--- src/rtl/rgb_pixel_arbiter.sv ---
// Two-source RGB pixel arbiter with a registered output stage.
// Round-robin between two valid/ready sources. The current owner keeps the
// output for up to MAX_BURST consecutive beats while the other side waits,
// then yields. The output register advances only when it is empty or
// being drained by the downstream consumer.
module rgb_pixel_arbiter #(
    parameter int MAX_BURST = 4
) (
    input  logic       clk_i,
    input  logic       reset_i,
    input  logic [7:0] in0_r_i,
    input  logic [7:0] in0_g_i,
    input  logic [7:0] in0_b_i,
    input  logic       in0_valid_i,
    output logic       in0_ready_o,
    input  logic [7:0] in1_r_i,
    input  logic [7:0] in1_g_i,
    input  logic [7:0] in1_b_i,
    input  logic       in1_valid_i,
    output logic       in1_ready_o,
    output logic [7:0] out_r_o,
    output logic [7:0] out_g_o,
    output logic [7:0] out_b_o,
    output logic       out_valid_o,
    input  logic       out_ready_i,
    output logic       out_src_o
);

    typedef struct packed {
        logic [7:0] r;
        logic [7:0] g;
        logic [7:0] b;
    } pix_t;

    localparam int CW = $clog2(MAX_BURST + 1);
    localparam logic [CW-1:0] CNT_MAX = CW'(MAX_BURST);
    localparam logic [CW-1:0] CNT_ONE = CW'(1);

    localparam logic [1:0] S_IDLE = 2'd0;
    localparam logic [1:0] S_OWN0 = 2'd1;
    localparam logic [1:0] S_OWN1 = 2'd2;

    logic [1:0]    fsm_q, fsm_d;
    logic [CW-1:0] cnt_q, cnt_d;
    logic          last_q, last_d;
    logic          out_valid_q, out_valid_d;
    pix_t          pix_q, pix_d;
    logic          src_q, src_d;

    pix_t pix0, pix1;
    logic can_load;
    logic burst_done;
    logic grant;
    logic xfer0, xfer1, xfer;
    logic [1:0] own_of_src;

    assign pix0 = '{r: in0_r_i, g: in0_g_i, b: in0_b_i};
    assign pix1 = '{r: in1_r_i, g: in1_g_i, b: in1_b_i};

    // Output slot is free when empty or being consumed this cycle.
    assign can_load   = !out_valid_q || out_ready_i;
    assign burst_done = (cnt_q == CNT_MAX);

    // Grant selection: owner keeps the slot until its burst is spent and
    // the other side is waiting; an idle arbiter favours the source that
    // did not win last.
    always_comb begin
        grant = !last_q;
        case (fsm_q)
            S_IDLE: begin
                if (in0_valid_i && in1_valid_i) grant = !last_q;
                else if (in0_valid_i)           grant = 1'b0;
                else if (in1_valid_i)           grant = 1'b1;
            end
            S_OWN0: begin
                if (in0_valid_i && !(burst_done && in1_valid_i)) grant = 1'b0;
                else if (in1_valid_i)                            grant = 1'b1;
                else                                             grant = 1'b0;
            end
            S_OWN1: begin
                if (in1_valid_i && !(burst_done && in0_valid_i)) grant = 1'b1;
                else if (in0_valid_i)                            grant = 1'b0;
                else                                             grant = 1'b1;
            end
            default: grant = !last_q;
        endcase
    end

    // Readies are held low during reset so no beat is taken in that cycle.
    assign in0_ready_o = !reset_i && can_load && !grant;
    assign in1_ready_o = !reset_i && can_load &&  grant;

    assign xfer0 = in0_valid_i && in0_ready_o;
    assign xfer1 = in1_valid_i && in1_ready_o;
    assign xfer  = xfer0 || xfer1;
    assign own_of_src = xfer1 ? S_OWN1 : S_OWN0;

    // Next-state: load a granted beat, drain to idle, or hold on stall.
    always_comb begin
        fsm_d       = fsm_q;
        cnt_d       = cnt_q;
        last_d      = last_q;
        out_valid_d = out_valid_q;
        pix_d       = pix_q;
        src_d       = src_q;
        if (can_load) begin
            if (xfer) begin
                pix_d       = xfer1 ? pix1 : pix0;
                out_valid_d = 1'b1;
                src_d       = xfer1;
                last_d      = xfer1;
                fsm_d       = own_of_src;
                if (fsm_q == own_of_src)
                    cnt_d = burst_done ? cnt_q : cnt_q + CNT_ONE;
                else
                    cnt_d = CNT_ONE;
            end else begin
                out_valid_d = 1'b0;
                fsm_d       = S_IDLE;
                cnt_d       = '0;
            end
        end
    end

    // State and output register; reset discards any held pixel.
    always_ff @(posedge clk_i) begin
        if (reset_i) begin
            fsm_q       <= S_IDLE;
            cnt_q       <= '0;
            last_q      <= 1'b1;
            out_valid_q <= 1'b0;
            pix_q       <= '0;
            src_q       <= 1'b0;
        end else begin
            fsm_q       <= fsm_d;
            cnt_q       <= cnt_d;
            last_q      <= last_d;
            out_valid_q <= out_valid_d;
            pix_q       <= pix_d;
            src_q       <= src_d;
        end
    end

    assign out_r_o     = pix_q.r;
    assign out_g_o     = pix_q.g;
    assign out_b_o     = pix_q.b;
    assign out_valid_o = out_valid_q;
    assign out_src_o   = src_q;

endmodule

--- config.mk ---
export PLATFORM = sky130hd
export DESIGN_NAME = rgb_pixel_arbiter
export DESIGN_NICKNAME = d
export VERILOG_FILES = /design/src/rtl/rgb_pixel_arbiter.sv
export SDC_FILE = /design/constraint.sdc
export NUM_CORES = 1
export LEC_CHECK = 0
export ABC_CLOCK_PERIOD_IN_PS = 3200
export BUFFER_PORTS_ARGS = -buffer_cell sky130_fd_sc_hd__buf_2
export CORE_MARGIN = 4
export CORE_UTILIZATION = 45
export CTS_CLUSTER_DIAMETER = 60
export CTS_CLUSTER_SIZE = 40
export DETAILED_ROUTE_END_ITERATION = 7
export GPL_ROUTABILITY_DRIVEN = 1
export PLACE_DENSITY = 0.78
export SETUP_SLACK_MARGIN = 0.3
export SYNTH_ARGS = -nofsm -noshare
export SYNTH_HDL_FRONTEND = slang
export SYNTH_SLANG_ARGS = --single-unit
--- constraint.sdc ---
create_clock -name clk_i -period 3.2 [get_ports clk_i]
set_input_delay 0.64 -clock clk_i [delete_from_list [all_inputs] [get_ports clk_i]]
set_output_delay 0.64 -clock clk_i [all_outputs]
set_load 0.02 [all_outputs]
==> insert_results.sql, run 1 <==
INSERT INTO impl_metrics (metric_group, metric, value, unit) VALUES
('synth', 'synth.top_cell.area_share', '38.3', '%'),
('drt', 'via_per_inst', '5.52', ''),
('die', 'die-area', '4760', 'sq um'),
('synth', 'synth_top_cell_by_area', 'sky130_fd_sc_hd__dfxtp_1', ''),
('clock_network', 'cts_made_buffers', '5', ''),
('global_routing', 'grt_max_degree', '52', ''),
('sta', 'worst-slew-pin-transition', '0.496', 'ns'),
('placed_design', 'dp.final_hpwl', '3370', 'microns'),
('clock_network', 'insertion_delay', '0.28', 'ns'),
('worst_setup_path', 'worst-r2r-cell-count', '8', ''),
('worst_setup_path', 'critPathMaxStageDelay', '0.43', 'ns'),
('power_and_ir_drop', 'power.density', '483', 'nW/um^2'),
('global_routing', 'antenna_violations_before_repair', '0', ''),
('flow_run', 'maxCapViolCount', '0', ''),
('power_and_ir_drop', 'total_leakage_power', '0.956', 'nW'),
('placed_design', 'pre_cts_ws', '0.608', 'ns'),
('worst_setup_path', 'worstSetupPathDepth', '7', ''),
('drt', 'drc_errors', '0', ''),
('synth', 'synth_sequential_area_ratio', '38.3', '%'),
('clock_network', 'ctsResizeCount', '0', ''),
('synth', 'postSynthRegisterBits', '32', ''),
('layout', 'nets', '336', ''),
('synth', 'syn-instance-count', '209', ''),
('sta', 'finalSetupViolCount', '0', ''),
('placed_design', 'io_buffers', '80', ''),
('sta', 'fin_crit_sh', '83.5', '%'),
('synth', 'synth_enable_flop_cells', '0', ''),
('synth', 'synth_commonest_cells', 'sky130_fd_sc_hd__nor2_1, sky130_fd_sc_hd__dfxtp_1, sky130_fd_sc_hd__nor3_1, sky130_fd_sc_hd__a2111oi_1, sky130_fd_sc_hd__clkbuf_1', ''),
('drt', 'wl_per_cell', '14.1', 'microns'),
('clock_network', 'cts_hold_buf', '0', ''),
('die', 'core_region_area', '3470', 'sq um'),
('sta', 'slew-limit-headroom', '66.9', '%'),
('worst_setup_path', 'timing.critical_path.max_delay_family', 'compound AO/OA/AOI/OAI gates', ''),
('worst_setup_path', 'critical-path-top-cell-by-count', 'sky130_fd_sc_hd__nand3_1', ''),
('hold_path', 'worstHoldPathType', 'reg -> reg', ''),
('drt', 'vias', '1809', ''),
('layout', 'seqCellArea', '641', 'sq um'),
('worst_setup_path', 'timing_worst_setup_path_type', 'reg -> out', ''),
('die', 'total_i_o_pin_count', '81', ''),
('synth', 'synthesis.area_per_instance', '8.00', 'sq um'),
('worst_setup_path', 'worstPathArrival', '2.03', 'ns'),
('drt', 'detail_route.wirelength', '4630', 'microns'),
('global_routing', 'grtUsageTotal', '20.0', '%'),
('die', 'die_y', '69.0', 'microns'),
('synth', 'synthFlopType', 'sky130_fd_sc_hd__dfxtp_1', ''),
('layout', 'multi_input_comb_area', '908', 'sq um'),
('clock_network', 'cts_sinks', '32', ''),
('synth', 'syn-cell-area', '1670', 'sq um'),
('worst_setup_path', 'required_time_reported_for_the_critical_path_endpoint', '2.56', 'ns'),
('synth', 'netlist_top_cells_area', 'sky130_fd_sc_hd__dfxtp_1, sky130_fd_sc_hd__nor2_1, sky130_fd_sc_hd__a2111oi_1', ''),
('sta', 'max_freq', '0.374', 'GHz'),
('power_and_ir_drop', 'vdd_ir_drop_max', '0.270', 'mV'),
('clock_network', 'cts_tree', 'yes', ''),
('global_routing', 'globalRoute.totalOverflow', '0', ''),
('worst_setup_path', 'critical_path_launch_point_type', 'flip-flop', ''),
('clock_network', 'cts.repair_timing.setup_buffer_count', '0', ''),
('placed_design', 'routability_driven_placement_congestion_ratio', '0.932', ''),
('layout', 'synthToLayoutAreaGrowth', '29.7', '%'),
('layout', 'antenna-diode-count', '0', ''),
('clock_network', 'cts-htree-levels', '2', ''),
('placed_design', 'dp.cells', '320', ''),
('worst_setup_path', 'critPathMaxFanout', '4', ''),
('status', 'result_of_the_run', 'complete, no violations', ''),
('drt', 'drt.antenna.violating_nets', '0', ''),
('worst_setup_path', 'critPathSlowestCell', 'sky130_fd_sc_hd__a311o_2', ''),
('sta', 'final.min_clock_period', '2.67', 'ns'),
('synth', 'syn-num-nets', '264', ''),
('synth', 'post-synth-top-count-cell', 'sky130_fd_sc_hd__nor2_1', ''),
('sta', 'slew_viol_final', '0', ''),
('sta', 'fin_setup_tns', '0', 'ns'),
('power_and_ir_drop', 'p_total', '1.05', 'mW');
==> report_power, final <==
group          internal, mW  switching [mW]
logic                 0.104           0.166
clock network         0.175           0.140
registers             0.438          0.0251
total                 0.717           0.331
==> cells by family (layout without fill, tap and decap cells) <==
group | Yosys count | in the layout | share of synthesized area [%]
AOI/OAI and AO/OA | 45 | 45 | 23.9
adders and majority gates | 2 | 2 | 1.50
buffers and inverters | 26 | 99 | 7.48
DFF | 32 | 32 | 38.3
and+or+nand+nor | 104 | 104 | 28.9
==> tightest hold or removal path, stage by stage, from the launching register on <==
cell	delay (ns)
sky130_fd_sc_hd__dfxtp_1	0.31
sky130_fd_sc_hd__nor2_1	0.08
sky130_fd_sc_hd__a2111oi_0	0.06
==> stage by stage <==
step                      cell area [sq um]  hold slack, ns
final                                  2170           0.498
after global routing                   2170           0.529
after CTS                              2170           0.498
after detailed placement               2080           0.489
after global placement                 2080           0.486
after floorplan                        1670           0.491
==> layout make-up <==
cell class	count	share of cell area, %
clock buffers	8	4.15
inverters	6	1.04
multi-input cells	151	41.9
flip-flops and latches	32	29.5
well taps	46	2.65
repair buffers	85	20.8
==> worst paths after layout <==
kind | start | to | slack, ns
setup / recovery | cnt_q[0] | in0_ready_o | 0.53
hold / removal | out_b_o[6] | out_b_o[6] | 0.50
setup reg to reg | cnt_q[0] | out_g_o[0] | 0.88
hold reg to reg | out_b_o[6] | out_b_o[6] | 0.50
==> layout by cell type, fill, tap and decap left out, types with 2 or more instances in the layout <==
master,n
sky130_fd_sc_hd__and2_1,2
sky130_fd_sc_hd__a2111oi_0,8
sky130_fd_sc_hd__a2111oi_2,2
sky130_fd_sc_hd__buf_2,80
sky130_fd_sc_hd__ha_1,2
sky130_fd_sc_hd__nand3b_1,2
sky130_fd_sc_hd__buf_4,4
sky130_fd_sc_hd__nor2b_1,2
sky130_fd_sc_hd__dfxtp_1,32
sky130_fd_sc_hd__nand2_1,6
sky130_fd_sc_hd__a2111oi_1,14
sky130_fd_sc_hd__nand4b_1,2
sky130_fd_sc_hd__nor2_1,52
sky130_fd_sc_hd__clkbuf_8,6
sky130_fd_sc_hd__nand2b_1,2
sky130_fd_sc_hd__o311ai_0,2
sky130_fd_sc_hd__o211ai_1,2
sky130_fd_sc_hd__inv_1,5
sky130_fd_sc_hd__a21oi_1,5
sky130_fd_sc_hd__clkbuf_1,2
sky130_fd_sc_hd__o21ai_0,2
sky130_fd_sc_hd__nand3_1,6
sky130_fd_sc_hd__nor3_1,27
==> routing by layer <==
layer	up-vias	global-route usage (%)	routed length [microns]
met5	-	0	0
met4	0	7.30	71
met3	9	5.83	401
met2	76	31.8	2230
met1	817	25.5	1920
li1	907	-	-
==> state kept, by name (all words and copies together), names as in the netlist <==
name and flops:
out_r_o 8, last_q 1, out_b_o 8, cnt_q 3
out_src_o 1, out_valid_o 1, out_g_o 8, fsm_q 2
Power figures use the tool's default switching activity.
==> run 2: changes to the inputs <==
--- a/config.mk
+++ b/config.mk
@@ -5,15 +5,16 @@
 export SDC_FILE = /design/constraint.sdc
 export NUM_CORES = 1
 export LEC_CHECK = 0
-export ABC_CLOCK_PERIOD_IN_PS = 3200
+export ABC_AREA = 1
+export ABC_CLOCK_PERIOD_IN_PS = 2400
 export BUFFER_PORTS_ARGS = -buffer_cell sky130_fd_sc_hd__buf_2
 export CORE_MARGIN = 4
-export CORE_UTILIZATION = 45
+export CORE_UTILIZATION = 40
 export CTS_CLUSTER_DIAMETER = 60
 export CTS_CLUSTER_SIZE = 40
 export DETAILED_ROUTE_END_ITERATION = 7
 export GPL_ROUTABILITY_DRIVEN = 1
-export PLACE_DENSITY = 0.78
+export PLACE_DENSITY = 0.76
 export SETUP_SLACK_MARGIN = 0.3
 export SYNTH_ARGS = -nofsm -noshare
 export SYNTH_HDL_FRONTEND = slang
==> constraint.sdc (replaced) <==
create_clock -name clk_i -period 2.4 [get_ports clk_i]
set_input_delay 0.48 -clock clk_i [delete_from_list [all_inputs] [get_ports clk_i]]
set_output_delay 0.48 -clock clk_i [all_outputs]
set_load 0.02 [all_outputs]
==> insert_results.sql, run 2 <==
INSERT INTO impl_metrics (metric_group, metric, value, unit) VALUES
('clock_network', 'cts_made_buffers', '5', ''),
('synth', 'synthesis.area_per_instance', '7.12', 'sq um'),
('synth', 'synth_xor_xnor_area_share', '0.583', '%'),
('clock_network', 'cts_tree', 'yes', ''),
('placed_design', 'dp.final_hpwl', '2910', 'microns'),
('placed_design', 'pre_cts_ws', '0.345', 'ns'),
('power_and_ir_drop', 'netSwitchingFraction', '27.2', '%'),
('synth', 'async_flop_share', '0', '%'),
('status', 'result_of_the_run', 'complete, no violations', ''),
('sta', 'final.min_clock_period', '2.00', 'ns'),
('global_routing', 'grtUsageTotal', '17.0', '%'),
('clock_network', 'insertion_delay', '0.27', 'ns'),
('synth', 'synth.top_cell.area_share', '42.7', '%'),
('synth', 'synth_commonest_cells', 'sky130_fd_sc_hd__nand2_1, sky130_fd_sc_hd__dfxtp_1, sky130_fd_sc_hd__o21ai_0, sky130_fd_sc_hd__a31oi_1, sky130_fd_sc_hd__inv_1', ''),
('synth', 'mux_contribution_to_synthesized_area', '0', '%'),
('sta', 'final-hold-violation-count', '0', ''),
('synth', 'syn-num-nets', '266', ''),
('synth', 'synthFlopType', 'sky130_fd_sc_hd__dfxtp_1', ''),
('power_and_ir_drop', 'cellInternalPower', '1.07', 'mW'),
('global_routing', 'grt_pass1_vias', '1600', ''),
('sta', 'max_freq', '0.501', 'GHz'),
('global_routing', 'globalRoute.totalOverflow', '0', ''),
('worst_setup_path', 'critPathLaunch', 'cnt_q[1]', ''),
('synth', 'syn-cell-area', '1500', 'sq um'),
('layout', 'synthToLayoutAreaGrowth', '40.6', '%'),
('synth', 'synth_sequential_area_ratio', '42.7', '%'),
('worst_setup_path', 'critPathMaxFanout', '3', ''),
('drt', 'detail_route.wirelength', '3990', 'microns'),
('clock_network', 'worst_setup_hold_path_clk_slew', '0.06', 'ns'),
('hold_path', 'worstHoldPathType', 'in -> reg', ''),
('die', 'initial_utilization', '43.3', '%'),
('layout', 'layout-drive-gt1-share', '35.8', '%'),
('worst_setup_path', 'worstPathArrival', '1.52', 'ns'),
('synth', 'netlist_top_cells_area', 'sky130_fd_sc_hd__dfxtp_1, sky130_fd_sc_hd__nand2_1, sky130_fd_sc_hd__a31oi_1', ''),
('drt', 'first_pass_iters', '5', ''),
('synth', 'synthesized_area_fraction_occupied_by_adder_cells', '1.67', '%'),
('synth', 'post_synthesis_simple_gate_area_fraction', '26.5', '%'),
('synth', 'yosys_warnings', '0', ''),
('sta', 'grt_setup_unrepaired', 'true', ''),
('flow_run', 'maxCapViolCount', '0', ''),
('global_routing', 'global_route_wire_length_before_repair', '6830', 'microns'),
('power_and_ir_drop', 'power.switching', '400', 'uW'),
('power_and_ir_drop', 'power.density', '698', 'nW/um^2'),
('clock_network', 'cts-root-to-sink-buffers', '2', ''),
('layout', 'mostFrequentLayoutCells', 'sky130_fd_sc_hd__buf_2, sky130_fd_sc_hd__nand2_1, sky130_fd_sc_hd__dfxtp_1', ''),
('worst_setup_path', 'worstSetupEndpointType', 'output pin', ''),
('power_and_ir_drop', 'power.share.sequential', '41.1', '%'),
('clock_network', 'cts-htree-levels', '2', ''),
('synth', 'synth_top_cell_by_area', 'sky130_fd_sc_hd__dfxtp_1', ''),
('synth', 'post_synthesis_compound_gate_area_fraction', '21.2', '%'),
('layout', 'nets', '347', ''),
('clock_network', 'cts_hold_buf', '0', ''),
('drt', 'drt.antenna.violating_nets', '0', ''),
('sta', 'finalSetupViolCount', '0', ''),
('die', 'fp-row-count', '21', ''),
('clock_network', 'root_buffer', 'sky130_fd_sc_hd__clkbuf_8', ''),
('synth', 'synth_cell_type_count', '23', ''),
('synth', 'syn-instance-count', '211', ''),
('synth', 'combinational_family_with_the_most_area_after_synthesis', 'simple AND/OR/NAND/NOR gates', ''),
('sta', 'finalWorstSetupSlack', '0.405', 'ns'),
('synth', 'synth_enable_flop_cells', '0', ''),
('worst_setup_path', 'critical_path_launch_point_type', 'flip-flop', ''),
('sta', 'slew-limit-headroom', '51.8', '%'),
('worst_setup_path', 'rr_endpoint', 'cnt_q[1]', ''),
('drt', 'vias', '1658', ''),
('placed_design', 'io_buffers', '80', ''),
('power_and_ir_drop', 'total_leakage_power', '1.09', 'nW'),
('global_routing', 'antenna_violations_before_repair', '0', ''),
('synth', 'post-synth-top-count-cell', 'sky130_fd_sc_hd__nand2_1', ''),
('worst_setup_path', 'worst-r2r-cell-count', '12', ''),
('sta', 'slew_viol_final', '0', ''),
('worst_setup_path', 'timing_worst_setup_path_type', 'reg -> out', ''),
('power_and_ir_drop', 'power_frac_clock', '37.3', '%'),
('die', 'die_y', '69.3', 'microns'),
('drt', 'via_per_inst', '4.89', ''),
('worst_setup_path', 'crit_end', 'in1_ready_o', ''),
('synth', 'postSynthRegisterBits', '32', ''),
('power_and_ir_drop', 'p_total', '1.47', 'mW'),
('worst_setup_path', 'r2r_start', 'cnt_q[1]', ''),
('drt', 'wl_per_cell', '11.8', 'microns'),
('die', 'fp.dieW', '69.3', 'microns'),
('die', 'total_i_o_pin_count', '81', ''),
('die', 'core_region_area', '3470', 'sq um'),
('sta', 'finalClockSkew', '0.00498', 'ns'),
('placed_design', 'routability_driven_placement_congestion_ratio', '0.859', ''),
('layout', 'antenna-diode-count', '0', ''),
('sta', 'fin_crit_sh', '83.1', '%'),
('layout', 'final_common_cell', 'sky130_fd_sc_hd__buf_2', ''),
('drt', 'drtIter0Drc', '99', ''),
('global_routing', 'grt_max_degree', '29', ''),
('layout', 'n_fill_cell', '348', ''),
('sta', 'fin_setup_tns', '0', 'ns'),
('clock_network', 'cts_sinks', '32', ''),
('power_and_ir_drop', 'combinationalPowerShare', '21.6', '%'),
('sta', 'worst-slew-pin-transition', '0.722', 'ns'),
('drt', 'drc_errors', '0', ''),
('die', 'die-area', '4800', 'sq um'),
('worst_setup_path', 'required_time_reported_for_the_critical_path_endpoint', '1.92', 'ns'),
('power_and_ir_drop', 'vdd_ir_drop_max', '0.357', 'mV'),
('worst_setup_path', 'r2r_setup_slack', '0.50', 'ns');
## run 2: cell types whose count changed after synthesis, moves of 4 or more
cell,before,now
sky130_fd_sc_hd__clkbuf_1,13,2
sky130_fd_sc_hd__o21ai_0,2,25
sky130_fd_sc_hd__buf_2,4,8
sky130_fd_sc_hd__a31oi_1,1,24
sky130_fd_sc_hd__inv_1,5,12
sky130_fd_sc_hd__nor2_1,52,8
sky130_fd_sc_hd__a2111oi_1,14,0
sky130_fd_sc_hd__nand2_1,6,70
sky130_fd_sc_hd__nor3_1,27,1
sky130_fd_sc_hd__a2111oi_0,8,0
## run 2: worst min-delay path by stage
stage | from | to | slack (ns) | depth (start not counted)
floorplan | cnt_q[0] | cnt_q[0] | 0.46 | 2
global placement | cnt_q[0] | cnt_q[0] | 0.48 | 2
detailed placement | cnt_q[0] | cnt_q[0] | 0.49 | 2
CTS | reset_i | cnt_q[0] | 0.45 | 2
global route | reset_i | cnt_q[0] | 0.45 | 2
finish | reset_i | cnt_q[0] | 0.46 | 2
## run 2: power by group through the flow
| stage | combinational [mW] | clock, mW | sequential [mW] |
|---|---|---|---|
| after detailed placement | 0.315 | 0 | 0.616 |
| final | 0.318 | 0.550 | 0.605 |
| after global routing | 0.356 | 0.590 | 0.611 |
| after CTS | 0.317 | 0.565 | 0.604 |
| after floorplan | 0.133 | 0 | 0.671 |
| after global placement | 0.314 | 0 | 0.615 |
## run 2: final cells by class
| type | instances | area, sq um | area share, % |
|---|---|---|---|
| multi-input cells | 154 | 762 | 36.1 |
| flip-flops and latches | 32 | 642 | 30.4 |
| repair buffers | 86 | 474 | 22.5 |
| clock buffers | 7 | 96.3 | 4.56 |
| well taps | 46 | 57.6 | 2.73 |
| inverters | 13 | 48.8 | 2.31 |
| clock inverters | 1 | 30.0 | 1.42 |
## run 2: logic make-up after synthesis
family / count (synthesis)
simple gates: 95
compound gates: 56
flops: 32
buf+inv: 25
fa+ha+maj: 2
xor+xnor: 1
## run 2: through the flow
| step | instance area [sq um] | hold slack (ns) | utilization (%) | instances |
|---|---|---|---|---|
| 2_1_floorplan | 1500 | 0.463 | - | 211 |
| 3_3_place_gp | 1970 | 0.485 | 56.7 | 331 |
| 3_5_place_dp | 1970 | 0.495 | 56.7 | 331 |
| 4_1_cts | 2090 | 0.448 | 60.4 | 339 |
| 5_1_grt | 2110 | 0.452 | 60.9 | 339 |
| 6_report | 2110 | 0.460 | 60.9 | 339 |
## run 2: worst max-delay path: stages (launching register included)
cell                       delay, ns
sky130_fd_sc_hd__dfxtp_1        0.37
sky130_fd_sc_hd__inv_1          0.06
sky130_fd_sc_hd__ha_1           0.18
sky130_fd_sc_hd__nand2_1        0.08
sky130_fd_sc_hd__nand2_1        0.05
sky130_fd_sc_hd__nand3_1        0.09
sky130_fd_sc_hd__nand2_2        0.08
sky130_fd_sc_hd__a21boi_0       0.15
sky130_fd_sc_hd__buf_2          0.19
## run 2: per-layer routing
metal	wire length [microns]	track usage [%]
met4	72	7.38
met1	1770	20.0
met5	0	0
met3	265	4.78
met2	1880	28.6
## run 2: what timing repair did
action                     4_1_cts  5_1_grt
resized for setup                0        6
setup endpoints to repair        0       27
setup buffers                    0        0
